### config.mk
export PLATFORM = sky130hd
export DESIGN_NAME = vc_wr_chan_sched
export DESIGN_NICKNAME = d
export VERILOG_FILES = /design/src/rtl/vc_wr_chan_sched.sv
export SDC_FILE = /design/constraint.sdc
export NUM_CORES = 1
export LEC_CHECK = 0
export CAP_MARGIN = 20
export CORE_MARGIN = 10
export CORE_UTILIZATION = 41
export CTS_CLUSTER_DIAMETER = 40
export DETAILED_ROUTE_END_ITERATION = 8
export GPL_TIMING_DRIVEN = 0
export PLACE_DENSITY = 0.73
export SKIP_LAST_GASP = 1
export SYNTH_ARGS = -nofsm -noshare
export SYNTH_HDL_FRONTEND = slang
export SYNTH_SLANG_ARGS = --single-unit
### constraint.sdc
create_clock -name clk -period 6.9 [get_ports clk]
set_clock_uncertainty 0.1 [all_clocks]
set_input_delay 1.38 -clock clk [delete_from_list [all_inputs] [get_ports clk]]
set_output_delay 1.38 -clock clk [all_outputs]
set_load 0.005 [all_outputs]
### src/rtl/vc_wr_chan_sched.sv
// ============================================================================
// Module   : vc_wr_chan_sched
// Purpose  : Write-channel scheduler for the vector cache data SRAM. It grants
//            at most one source per cycle, taking turns in round-robin order,
//            and never lets two commands occupy the same channel at once.
// Revision : 1.0 - initial release
// ============================================================================
`default_nettype none

package vc_wr_chan_sched_pkg;

  localparam int NSRC = 5;

  typedef struct packed {
    logic [4:0]  dest_ram_id;   // [2:0] channel id, [4:3] hash id
    logic [9:0]  addr;
    logic [31:0] wdata;
    logic [3:0]  wmask;
  } arb_out_req_t;

  function automatic int max_of(input int a, input int b);
    return (a > b) ? a : b;
  endfunction

endpackage

module vc_wr_chan_sched
  import vc_wr_chan_sched_pkg::*;
#(
  parameter int CHANNEL = 8,
  parameter int BEATS   = 4,
  parameter int DLY_W   = 2,
  parameter int DLY_E   = 3,
  parameter int DLY_S   = 6,
  parameter int DLY_N   = 4,
  parameter int DLY_LF  = 8,
  parameter int RW      = max_of(max_of(max_of(DLY_W, DLY_E), max_of(DLY_S, DLY_N)), DLY_LF) + BEATS
) (
  input  logic                clk,
  input  logic                rst,
  input  logic [NSRC-1:0]     req_vld,
  input  arb_out_req_t        req_pld [NSRC],
  output logic [NSRC-1:0]     req_rdy,
  output logic                out_vld,
  output logic [2:0]          out_src,
  output arb_out_req_t        out_pld,
  output logic [CHANNEL-1:0]  chan_busy
);

  localparam int CH_W = (CHANNEL > 1) ? $clog2(CHANNEL) : 1;

  function automatic int src_dly(input int i);
    case (i)
      0:       return DLY_W;
      1:       return DLY_E;
      2:       return DLY_S;
      3:       return DLY_N;
      default: return DLY_LF;
    endcase
  endfunction

  logic [RW-1:0]   r_resv     [CHANNEL];
  logic [RW-1:0]   w_resv_nxt [CHANNEL];
  logic [2:0]      r_ptr;
  logic [NSRC-1:0] w_elig;
  logic [RW-1:0]   w_mask     [NSRC];
  logic [CH_W-1:0] w_ch       [NSRC];
  logic            w_gnt_vld;
  logic [2:0]      w_gnt_src;

  // A source is eligible only if its whole future window on its channel is free.
  for (genvar i = 0; i < NSRC; i++) begin : g_src
    localparam int D = src_dly(i);
    assign w_ch[i]   = req_pld[i].dest_ram_id[CH_W-1:0];
    assign w_mask[i] = RW'({BEATS{1'b1}}) << (D - 1);
    assign w_elig[i] = req_vld[i] && (r_resv[w_ch[i]][D +: BEATS] == '0);
  end

  always_comb begin : p_arb
    logic [3:0] idx;
    w_gnt_vld = 1'b0;
    w_gnt_src = '0;
    idx       = '0;
    for (int k = 0; k < NSRC; k++) begin
      idx = 4'(r_ptr) + 4'(k);
      if (idx >= 4'(NSRC)) idx = idx - 4'(NSRC);
      if (!w_gnt_vld && w_elig[idx[2:0]]) begin
        w_gnt_vld = 1'b1;
        w_gnt_src = idx[2:0];
      end
    end
    if (rst) w_gnt_vld = 1'b0;
  end

  always_comb begin
    req_rdy = '0;
    if (w_gnt_vld) req_rdy[w_gnt_src] = 1'b1;
  end

  // Reservation bit k of a channel is shifted to k-1 each cycle; the granted
  // window lands one position early because the shift happens in the same step.
  always_comb begin
    for (int c = 0; c < CHANNEL; c++) begin
      w_resv_nxt[c] = r_resv[c] >> 1;
      if (w_gnt_vld && (w_ch[w_gnt_src] == CH_W'(c)))
        w_resv_nxt[c] = w_resv_nxt[c] | w_mask[w_gnt_src];
    end
  end

  always_ff @(posedge clk or posedge rst) begin
    if (rst) begin
      for (int c = 0; c < CHANNEL; c++) r_resv[c] <= '0;
      r_ptr     <= '0;
      out_vld   <= 1'b0;
      out_src   <= '0;
      out_pld   <= '0;
      chan_busy <= '0;
    end else begin
      for (int c = 0; c < CHANNEL; c++) begin
        r_resv[c]    <= w_resv_nxt[c];
        chan_busy[c] <= w_resv_nxt[c][0];
      end
      out_vld <= w_gnt_vld;
      if (w_gnt_vld) begin
        out_src <= w_gnt_src;
        out_pld <= req_pld[w_gnt_src];
        r_ptr   <= (w_gnt_src == 3'(NSRC - 1)) ? 3'd0 : w_gnt_src + 3'd1;
      end
    end
  end

endmodule

`default_nettype wire

==> out/metrics.csv <==
stage;metric;value;unit
status;status;finished, final reports clean;
yosys;FFs w/ async S/R, synth;100;%
critical_path;Crit. End Element;output pin;
layout;post-route cell area;0.0140;sq mm
worst_hold_path;Hold Startpoint;r_resv[85]$_DFF_PP0_;
critical_path;CP required;5420;ps
timing;Worst Max-Slew Pin Slew;739;ps
yosys;Post-Syn Area;0.00958;sq mm
critical_path;FF-to-FF End;out_pld[11]$_DFFE_PP0P_;
critical_path;worst r2r src;r_ptr[1]$_DFFE_PP0P_;
layout;post-layout util;61.4;%
route;drt drc;0;
yosys;Synth top area share;38.1;%
timing;fin crit period;6760;ps
clock_network;worst-skew pair later-pin latency;440;ps
yosys;Seq cells post-synth;146;
yosys;register area share after synthesis;38.1;%
critical_path;CP Launch Type;primary input;
layout;Total Nets Final;1588;
layout;multi-input logic area;0.00526;sq mm
route;Iter 0 DRT Violations;776;
global_route;vias in the first global route;9667;
timing;Max Freq;148;MHz
layout;layout cells sized above 1;20.8;%
clock_network;CTS Sinks;146;
floorplanning;die extent in x;173;microns
floorplanning;FP Rows;55;
floorplanning;Ports;330;
layout;commonest non-fill, non-tap cell in the layout;clkdlybuf4s50_1;
route;post-route ant nets;0;
place;dpl hpwl;32200;microns
critical_path;largest fanout on the critical path;20;
job;max-cap viol count;0;
route;Vias;9398;
yosys;Syn Area/Cell;9.90;sq um
yosys;ranking of synthesized cells by area;dfrtp_1 38%, mux2_2 12%, o41ai_2 5.6%;
global_route;largest net degree at the start of global routing;78;
yosys;ys flop type;dfrtp_1;
layout;commonest non-fill, non-tap cells in the layout;320 x clkdlybuf4s50_1, 146 x dfrtp_1, 99 x mux2_2;
critical_path;critical path type;in -> out;
yosys;post-synthesis cell type count;84;
global_route;global route total overflow;0;
clock_network;CTS root buffer;clkbuf_16;
clock_network;Clock Tree Buf Depth;2;
route;Avg WL per Cell;24.6;microns
floorplanning;die area;0.0299;sq mm
timing;Final Max Slew Viols;0;
place;dpl cell area;0.0133;sq mm
critical_path;Crit path arrival time;5280;ps
timing;post-route clock period utilization;97.9;%
clock_network;CTS clk-pin slew, worst paths;70;ps
route;DR vias/cell;5.66;
layout;Register Area;0.00365;sq mm
worst_hold_path;Min-Delay Endpoint;chan_busy[0]$_DFF_PP0_;
yosys;Synth Net Count;1243;
clock_network;htree depth;4;
yosys;Syn. warnings;0;
route;DR pass1 iterations;5;
yosys;Mapped Cells;968;
critical_path;R2R cell count;15;
yosys;area leader, netlist;dfrtp_1;
floorplanning;Die Height;173;microns
place;Final Wtd Congestion;0.921;
worst_hold_path;worst hold path type;reg -> reg;
critical_path;flop2flop setup slack;1290;ps
place;Buffers on Ports;325;
global_route;Tot GR Track Use;26.2;%
timing;final hold violations;0;
timing;Max-slew headroom;50.4;%
floorplanning;core area;0.0228;sq mm
layout;Fillers;1997;
global_route;first-pass GRT wire length;60200;microns
worst_hold_path;depth of the worst hold-timing path;0;
global_route;initial antenna violation count;24;
layout;P&R area growth vs syn;46.3;%
route;Post-Route WL;40900;microns
floorplanning;Initial Utilization;41.9;%
timing;RSZ-0062 raised after global routing;true;
timing;setup violators final;0;
clock_network;CTS Buf Count;17;
clock_network;CTS tree;done;
yosys;number of flops mapped to enable cells by yosys;0;
[flip-flops by register name, summed over array words and instances (netlist names)]
signal	flops
out_src	3
out_vld	1
out_pld	51
r_ptr	3
chan_busy	7
r_resv	81
[per-stage QoR]
stage | TNS (ps) | setup slack (ps) | std cells | hold slack, ps
after detailed placement | -11950 | -1430 | 1608 | 237
after global routing | -71.8 | -50.8 | 1657 | 259
after floorplan | 0 | 1040 | 968 | 231
after CTS | 0 | 22.4 | 1638 | 254
final | 0 | 144 | 1660 | 250
after global placement | -148040 | -1760 | 1606 | 231
[synthesized netlist by cell type, drive strengths merged (8+ instances only)]
| library cell | number |
|---|---|
| nor2 | 84 |
| nand2 | 70 |
| buf | 48 |
| mux2 | 99 |
| nor4b | 10 |
| a22oi | 50 |
| a21oi | 15 |
| nor3 | 15 |
| nor2b | 12 |
| dfrtp | 146 |
| clkbuf | 32 |
| inv | 83 |
| a31oi | 50 |
| o31ai | 32 |
| nor4 | 17 |
| nand3 | 15 |
| o41ai | 37 |
| nand2b | 8 |
| ha | 12 |
| o21ai | 18 |
[cell families (layout without fill, tap and decap cells)]
family / count (synthesis) / count (layout) / share of synthesized area, %
adders and majority gates: 13 / 13 / 1.78
buffers and inverters: 163 / 521 / 7.83
AOI/OAI and AO/OA: 267 / 267 / 25.1
DFF: 146 / 146 / 38.1
other: 0 / 21 / 0
xor gates and xnor gates: 5 / 5 / 0.457
muxes: 107 / 107 / 12.9
and+or+nand+nor: 267 / 267 / 13.8
[final cells by class]
type	instances	area share, %
flip-flops and latches	146	26.1
well taps	313	2.79
inverters	83	2.26
diodes	21	0.375
multi-input cells	659	37.5
clock buffers	18	3.13
clock inverters	14	1.01
plain buffers	75	3.21
repair buffers	331	23.7
[timing repair]
item	4_1_cts	5_1_grt
endpoints found under the setup margin	5	5
resized for setup	20	13
pin swaps	2	3
hold buffers	0	0
buffers inserted	2	2
endpoints found under the hold margin	0	0
[critical path, stage by stage]
cell and delay (ps):
clkdlybuf4s15_1 390, nor4b_1 310, nand3_1 180, a211oi_4 400, nor2_1 160, a2111oi_2 490
buf_1 180, nor2_1 50, mux2_2 300, o32ai_4 380, clkbuf_16 290, nand2_1 110
nor2_1 110, clkdlybuf4s50_1 540
[metal layers]
layer | vias up | global-route usage [%] | part of all wire [%]
met5 | - | 0 | 0.069
met4 | 4 | 11.9 | 2.8
met3 | 58 | 9.85 | 9.8
met2 | 414 | 44.3 | 51
met1 | 4625 | 28.8 | 37
li1 | 4297 | - | -
[worst max-delay path by stage]
stage,from,end,slack (ps)
after floorplan,req_pld[97],req_rdy[2],1040
after global placement,req_pld[99],req_rdy[2],-1760
after detailed placement,req_pld[99],req_rdy[2],-1430
after CTS,req_pld[98],req_rdy[2],20
after global routing,req_pld[48],req_rdy[1],-50
final,req_pld[99],req_rdy[3],140
Power is not shown: default switching activity piles up to over one toggle a cycle in this logic, so the estimate is an artifact.
